File: src/rtl/conv_pool_pingpong_buf.sv
// Two-bank ping-pong buffer between a conv output stream and a 2x2 pooling stage.
// The writer fills one bank row-major while the reader drains the other in 2x2-window order.
module conv_pool_pingpong_buf #(
  parameter int DATA_W = 8,
  parameter int ROW_W  = 8,
  parameter int AW     = 5
) (
  input  logic              clk,
  input  logic              rst,
  input  logic              wr_valid,
  output logic              wr_ready,
  input  logic [DATA_W-1:0] wr_data,
  output logic              rd_valid,
  input  logic              rd_ready,
  output logic [DATA_W-1:0] rd_data,
  output logic              rd_last,
  output logic              rd_bank_end,
  output logic [1:0]        bank_full
);

  localparam logic [AW-1:0] LAST_WADDR = AW'(2*ROW_W-1);
  localparam logic [AW-1:0] ROW1_BASE  = AW'(ROW_W);
  localparam logic [AW-2:0] LAST_WIN   = (AW-1)'(ROW_W/2-1);

  logic [DATA_W-1:0] r_mem [0:2**(AW+1)-1];

  logic              r_wbank;
  logic [AW-1:0]     r_waddr;
  logic              r_rbank;
  logic [AW-2:0]     r_win;
  logic [1:0]        r_elem;
  logic [1:0]        r_bank_full;

  logic [DATA_W-1:0] r_rd_data_p1;
  logic              r_vld_p1;
  logic              r_last_p1;
  logic              r_bank_end_p1;

  logic              w_wr_fire;
  logic              w_wr_bank_done;
  logic              w_issue;
  logic              w_elem_last;
  logic              w_win_last;
  logic              w_rd_bank_done;
  logic [AW-1:0]     w_raddr;
  logic [1:0]        w_set;
  logic [1:0]        w_clr;

  assign wr_ready       = rst & ~r_bank_full[r_wbank];
  assign w_wr_fire      = wr_valid & wr_ready;
  assign w_wr_bank_done = w_wr_fire & (r_waddr == LAST_WADDR);

  // Output register may refill when empty or when its current pixel is being taken.
  assign w_issue        = r_bank_full[r_rbank] & (~r_vld_p1 | rd_ready);
  assign w_elem_last    = (r_elem == 2'd3);
  assign w_win_last     = (r_win == LAST_WIN);
  assign w_rd_bank_done = w_issue & w_elem_last & w_win_last;

  // Window element e maps to column 2k + e[0] of row e[1].
  assign w_raddr = {r_win, r_elem[0]} + (r_elem[1] ? ROW1_BASE : '0);

  assign w_set = w_wr_bank_done ? (2'b01 << r_wbank) : 2'b00;
  assign w_clr = w_rd_bank_done ? (2'b01 << r_rbank) : 2'b00;

  always_ff @(posedge clk) begin
    if (w_wr_fire) r_mem[{r_wbank, r_waddr}] <= wr_data;
  end

  always_ff @(posedge clk) begin
    if (!rst) begin
      r_wbank <= 1'b0;
      r_waddr <= '0;
    end else if (w_wr_fire) begin
      if (r_waddr == LAST_WADDR) begin
        r_wbank <= ~r_wbank;
        r_waddr <= '0;
      end else begin
        r_waddr <= r_waddr + AW'(1);
      end
    end
  end

  always_ff @(posedge clk) begin
    if (!rst) r_bank_full <= 2'b00;
    else      r_bank_full <= (r_bank_full | w_set) & ~w_clr;
  end

  always_ff @(posedge clk) begin
    if (!rst) begin
      r_rbank <= 1'b0;
      r_win   <= '0;
      r_elem  <= 2'd0;
    end else if (w_issue) begin
      if (w_elem_last) begin
        r_elem <= 2'd0;
        if (w_win_last) begin
          r_win   <= '0;
          r_rbank <= ~r_rbank;
        end else begin
          r_win <= r_win + (AW-1)'(1);
        end
      end else begin
        r_elem <= r_elem + 2'd1;
      end
    end
  end

  // Stage p1: registered read port, held while the consumer stalls.
  always_ff @(posedge clk) begin
    if (!rst) begin
      r_rd_data_p1  <= '0;
      r_vld_p1      <= 1'b0;
      r_last_p1     <= 1'b0;
      r_bank_end_p1 <= 1'b0;
    end else if (w_issue) begin
      r_rd_data_p1  <= r_mem[{r_rbank, w_raddr}];
      r_vld_p1      <= 1'b1;
      r_last_p1     <= w_elem_last;
      r_bank_end_p1 <= w_elem_last & w_win_last;
    end else if (rd_ready) begin
      r_vld_p1 <= 1'b0;
    end
  end

  assign rd_data     = r_rd_data_p1;
  assign rd_valid    = r_vld_p1;
  assign rd_last     = r_last_p1;
  assign rd_bank_end = r_bank_end_p1;
  assign bank_full   = r_bank_full;

endmodule

File: config.mk
export PLATFORM = sky130hd
export DESIGN_NAME = conv_pool_pingpong_buf
export DESIGN_NICKNAME = d
export VERILOG_FILES = /design/src/rtl/conv_pool_pingpong_buf.sv
export SDC_FILE = /design/constraint.sdc
export NUM_CORES = 1
export LEC_CHECK = 0
export ABC_AREA = 1
export CORE_UTILIZATION = 45
export DETAILED_ROUTE_END_ITERATION = 12
export PLACE_DENSITY_LB_ADDON = 0.25
export RECOVER_POWER = 50
export SLEW_MARGIN = 25
export SYNTH_ARGS = -nofsm -noshare
export SYNTH_HDL_FRONTEND = slang
export SYNTH_SLANG_ARGS = --single-unit
File: constraint.sdc
create_clock -name clk -period 2.5 [get_ports clk]
set_clock_uncertainty 0.05 [all_clocks]
set_input_delay 0.75 -clock clk [delete_from_list [all_inputs] [get_ports clk]]
set_output_delay 0.75 -clock clk [all_outputs]
set_load 0.02 [all_outputs]
# ---- Yosys cells after proc, flatten, opt, wreduce, memory -nomap -nowiden
# Memories as Yosys holds them, arrays and structs flattened. A register that Yosys moved wholly into a read port is not among the register bits.
# Cells that the tools add are included.
dict set report totals {
  register_bits 18
  latch_bits 0
  mem_bits_rw 512
  romBits 0
  output_inout_bits 14
  memories 1
}
dict set report classes {
  n_addsub 4
  mul 0
  div 0
  magnitude_cmp 2
  eq_ne 3
  shifts 2
  mux 14
  bitwise 15
  n_reduce_logical 5
}
# name depth word_bits rd rd_ports_with_merged_regs write_ports line_no
set memory_table {}
lappend memory_table {r_mem 64 8 1 1 1 25} ;# logic [DATA_W-1:0] r_mem [0:2**(AW+1)-1];
# operator n
set op_table {}
lappend op_table {{two-way mux 1 bit} 8}
lappend op_table {{two-way mux 4 bit} 2}
lappend op_table {{bitwise AND 1 bit} 7}
lappend op_table {{two-way mux 2 bit} 3}
lappend op_table {{adder 5 x 1 -> 5 bit, second input constant} 1}
lappend op_table {{adder 5 x 4 -> 5 bit} 1}
lappend op_table {{equality test 5 x 4 -> 1 bit, second input constant} 1}
lappend op_table {{two-way mux 5 bit} 1}
lappend op_table {{adder 4 x 1 -> 4 bit, second input constant} 1}
lappend op_table {{equality test 4 x 2 -> 1 bit, second input constant} 1}
lappend op_table {{less-than comparator 1 x 2 -> 1 bit, second input constant} 2}
lappend op_table {{inverter 1 bit} 4}
lappend op_table {{AND reduction 2 bit} 2}
lappend op_table {{<< shifter 1 x 1 -> 2 bit, first input constant} 2}
lappend op_table {{AND reduction 3 bit} 1}
lappend op_table {{adder 2 x 1 -> 2 bit, second input constant} 1}
lappend op_table {{bitwise AND 2 bit} 1}
lappend op_table {{equality test 2 bit, second input constant} 1}
lappend op_table {{inverter 2 bit} 1}
lappend op_table {{OR 2 bit} 1}
lappend op_table {{nonzero test 2 bit} 1}
lappend op_table {{zero test 1 bit} 1}
lappend op_table {{OR 1 bit} 1}

# ---- Longest topological paths before layout
dict set report logic_depth {
  ltp_word 9
  mapped_depth 14
  ltp_nobuf 11
}

# ---- Worst setup path after synthesis
# OpenSTA, ideal clock, no wires.
dict set report synth_timing {
  path_kind {input to register}
  from {input port rst}
  to {memory r_mem[63][0] (enable)}
  setup_time_ns 0.383
  arrival_time_ns 2.381
  t_required_ns 2.067
  slack_ns -0.314
  stages 9
  cell_sequence {buf_4 nand2_1 a21oi_2 nand2_2 nor2_4 nand3_4 nor2_2 inv_2 nor3_1}
}
dict set report synth_between {
  elab_chain_cells 4
}
# item line_no
set synth_rtl {}
lappend synth_rtl {{start: declaration} 9} ;# input logic rst,
lappend synth_rtl {{bitwise AND 1 bit} 49} ;# assign wr_ready = rst & ~r_bank_full[r_wbank];
lappend synth_rtl {{via wr_ready} 11} ;# output logic wr_ready,
lappend synth_rtl {{bitwise AND 1 bit} 50} ;# assign w_wr_fire = wr_valid & wr_ready;
lappend synth_rtl {{two-way mux 1 bit} 66} ;# if (w_wr_fire) r_mem[{r_wbank, r_waddr}] <= wr_data;
lappend synth_rtl {{two-way mux 1 bit (implied by the code)} 66}
lappend synth_rtl {{end: declaration} 25}
# The timed path passes the listed nets, and every way through them passes these cells.

# ---- Worst setup path after layout
dict set report layout_timing {
  from {input port wr_data[1]}
  to {memory r_mem[8][1] (data pin)}
}
# item line_no
set layout_lines {}
lappend layout_lines {{start: declaration} 12} ;# input logic [DATA_W-1:0] wr_data,
# No word-level cell before the write port.

==> impl_results.md <==
- CP max stage cell: dlymetal6s4s_1
- RR Endpoint: r_mem[19][4]
- WP data required: 2.63 ns
- Synthesized area per cell: ~12 µm²
- DP Wirelength: around 34000 µm
- FMAX: between 400 and 500 MHz
- DR vias: roughly 15000
- Count of flip-flops with a built-in enable after synthesis: between 500 and 600
- DIE AREA: 50000 µm²
- R2R cell count: 10
- Flops & latches, synth: ~540
- ANT nets after route: 0
- Ys flop type: edfxtp_1
- WL met3: roughly 4300 µm
- Cts repair resizes: 10
- Crit-path cells: clkbuf_1 -> dlymetal6s4s_1
- Fin crit share: between 90 and 100%
- Post-synth ARST share: 0%
- Initial antenna violation count: 1
- Post-synthesis sequential area ratio: 71.9%
- Cell taking the most area after synthesis: edfxtp_1
- Hold Path Class: flop to flop
- CP Launch Type: input pin
- Ant diodes: 0
- Total power: 18.0 mW
- Final min period: 2.40 ns
- DRC Markers: 0
- Max Used Layer: met4
- Worst R2R Start: bank_full[1]
- Status: complete, but fails checks
- Final GP Congestion: a little under 0.9
- WHS: just over 0.4 ns
- IO Port Bufs: 25
- RSZ-0062 raised after global routing: false
- Failing checks: capacitance limit, slew limit
- Grt ovf: 0
- Fin cells: 2701
- Worst EP arrival: around 2.5 ns
- Critical Path Start: wr_data[1]
- Pleak: around 9 nW
- CTS Hold Bufs: 0
- Core area: between 40000 and 50000 µm²
- Maximum resistive drop on vdd: 0.581 mV
- Setup crit end kind: flop
- CP peak stage delay: between 1 and 1.5 ns
- R2R Setup Slk: between 0.2 and 0.3 ns
- CTS tree: done
- Total CTS buffers: 54
- CP max FO: 26
- Number of placed cells counting well taps: between 2000 and 3000
- Total track usage: a little under a quarter
- Worst hold path depth: 2
- Setup TNS: 0 ns
- Max Root-Sink Buffers: 3
- Clock slew seen by the registers of the worst setup and hold paths: roughly 0.06 ns
- Row count: 80
- Hold Vio Cnt, Final: 0
- Yosys warnings: 0
- Delay-heaviest family, CP: buffers and inverters
- First-pass GRT wire length: about 84000 µm
- Die height: around 220 µm
- Layout area overhead: 14.1%
- Vias in the first global route: ~14000
- Top cells by instance count after synthesis: nand2_1 (600), edfxtp_1 (512), nand3_1 (484)
- Ports: 26
- Drt via density: 5.45
- CP Class: input pin to flop
- Initial drt markers: between 1500 and 2000
- # nets final: slightly above 2000
- # clock sinks: 538
- Worst-Margin Slew: around 1.9 ns
- Power per Cell Area: slightly above 700 nW/µm²
- Gate Count Post-Synth: 1905
- Met2 WL: roughly 26000 µm
- Critical Path Stages: 2
- Post-Syn Area: 22100 µm²
- Slew Viols, Final: 446
- Postcts setup bufs: 0
- Metal-1 WL: ~24000 µm
- Most frequent cell after synthesis: nand2_1
- CP endpoint: r_mem[8][1]
- Post-Route WL: around 56000 µm
- Bufs and invs on worst path: 2
- Starting Density: roughly 46%
- H-tree depth: 2
- Root buf cell: clkbuf_16
- Share of cells above drive strength 1: between 10% and 20%
- Area contributors post-synth: edfxtp_1 (70%), nand3_1 (11%), nand2_1 (10%)
- Distinct cells, synth: 33
- Synth Net Count: about 1900
- Initial DRT Pass Iterations: 6
- Top cell type's share of synthesized area: between 60% and 70%
- Largest net degree at the start of global routing: just over 100
- Worst skew pair latency: 0.60 ns
- Per-cell routed wire length: between 20 and 25 µm
- Worst slew margin: -28.0%
- Die width: roughly 220 µm
- # Max-Cap Violations: 8
- Setup Viol. Count Final: 0
per-layer routing:
metal  up-vias  track usage [%]
met4         0             7.73
met1      7118             30.8
met5         -                0
li1       6890                -
met2       603             36.9
met3       109             3.66
power breakdown:
group	switching, mW	internal, mW
clock	3.27	4.54
combinational	0.240	0.0399
sequential	0.00465	9.88
cell type report:
type                       instances  area, µm²
fill                            4163      22900
tap                              656        821
inverter                          32        128
clock inverter                    30        269
clock buffer                      69       1430
timing repair buffer             157       1320
multi-input combinational       1219       5380
sequential                       538      15900
flip-flops by register name, indices dropped and copies added (netlist names):
| register | count |
|---|---|
| r_mem | 512 |
| rd_data | 8 |
| r_waddr | 5 |
| r_win | 4 |
| bank_full | 2 |
| r_elem | 2 |
| r_rbank | 1 |
| r_wbank | 1 |
| rd_bank_end | 1 |
| rd_last | 1 |
| rd_valid | 1 |
per-stage QoR:
stage	setup WS, ns	util [%]	cell area, µm²
2_1_floorplan	-0.0817	-	22100
3_3_place_gp	-0.667	49.2	23700
3_5_place_dp	-0.603	49.2	23700
4_1_cts	0.118	52.7	25400
5_1_grt	0.0432	52.4	25200
6_report	0.104	52.4	25200
kinds of logic (layout without fill, tap and decap cells):
logic type | count (synthesis) | after routing | synth area share, %
xor+xnor | 2 | 2 | 0.113
fa+ha+maj | 4 | 4 | 0.226
simple gates | 1190 | 1190 | 23.3
buf+inv | 148 | 288 | 3.94
compound gates | 23 | 23 | 0.571
flops | 538 | 538 | 71.9
layout by cell type (no fill, tap or decap), drive strengths merged:
cell type,count
nor3,5
clkbuf,85
a22oi,1
clkinvlp,1
o22ai,1
bufinv,5
nand2,601
o21ai,7
nand3,485
edfxtp,512
ha,4
dlymetal6s4s,1
xnor2,1
dlygate4sd2,4
buf,124
xor2,1
nand4,6
a21oi,12
dfxtp,26
a211oi,1
clkdlybuf4s50,12
a31oi,1
inv,32
nor2,93
clkinv,24
worst min-delay path by stage:
| stage | slack, ns | endpoint | startpoint |
|---|---|---|---|
| floorplan | 0.43 | r_win[2] | r_win[2] |
| global placement | 0.40 | rd_bank_end | rd_bank_end |
| detailed placement | 0.41 | rd_last | rd_last |
| CTS | 0.42 | rd_last | rd_last |
| global route | 0.43 | rd_last | rd_last |
| finish | 0.41 | rd_last | rd_last |
No activity file was read; power rests on OpenSTA's default activity.
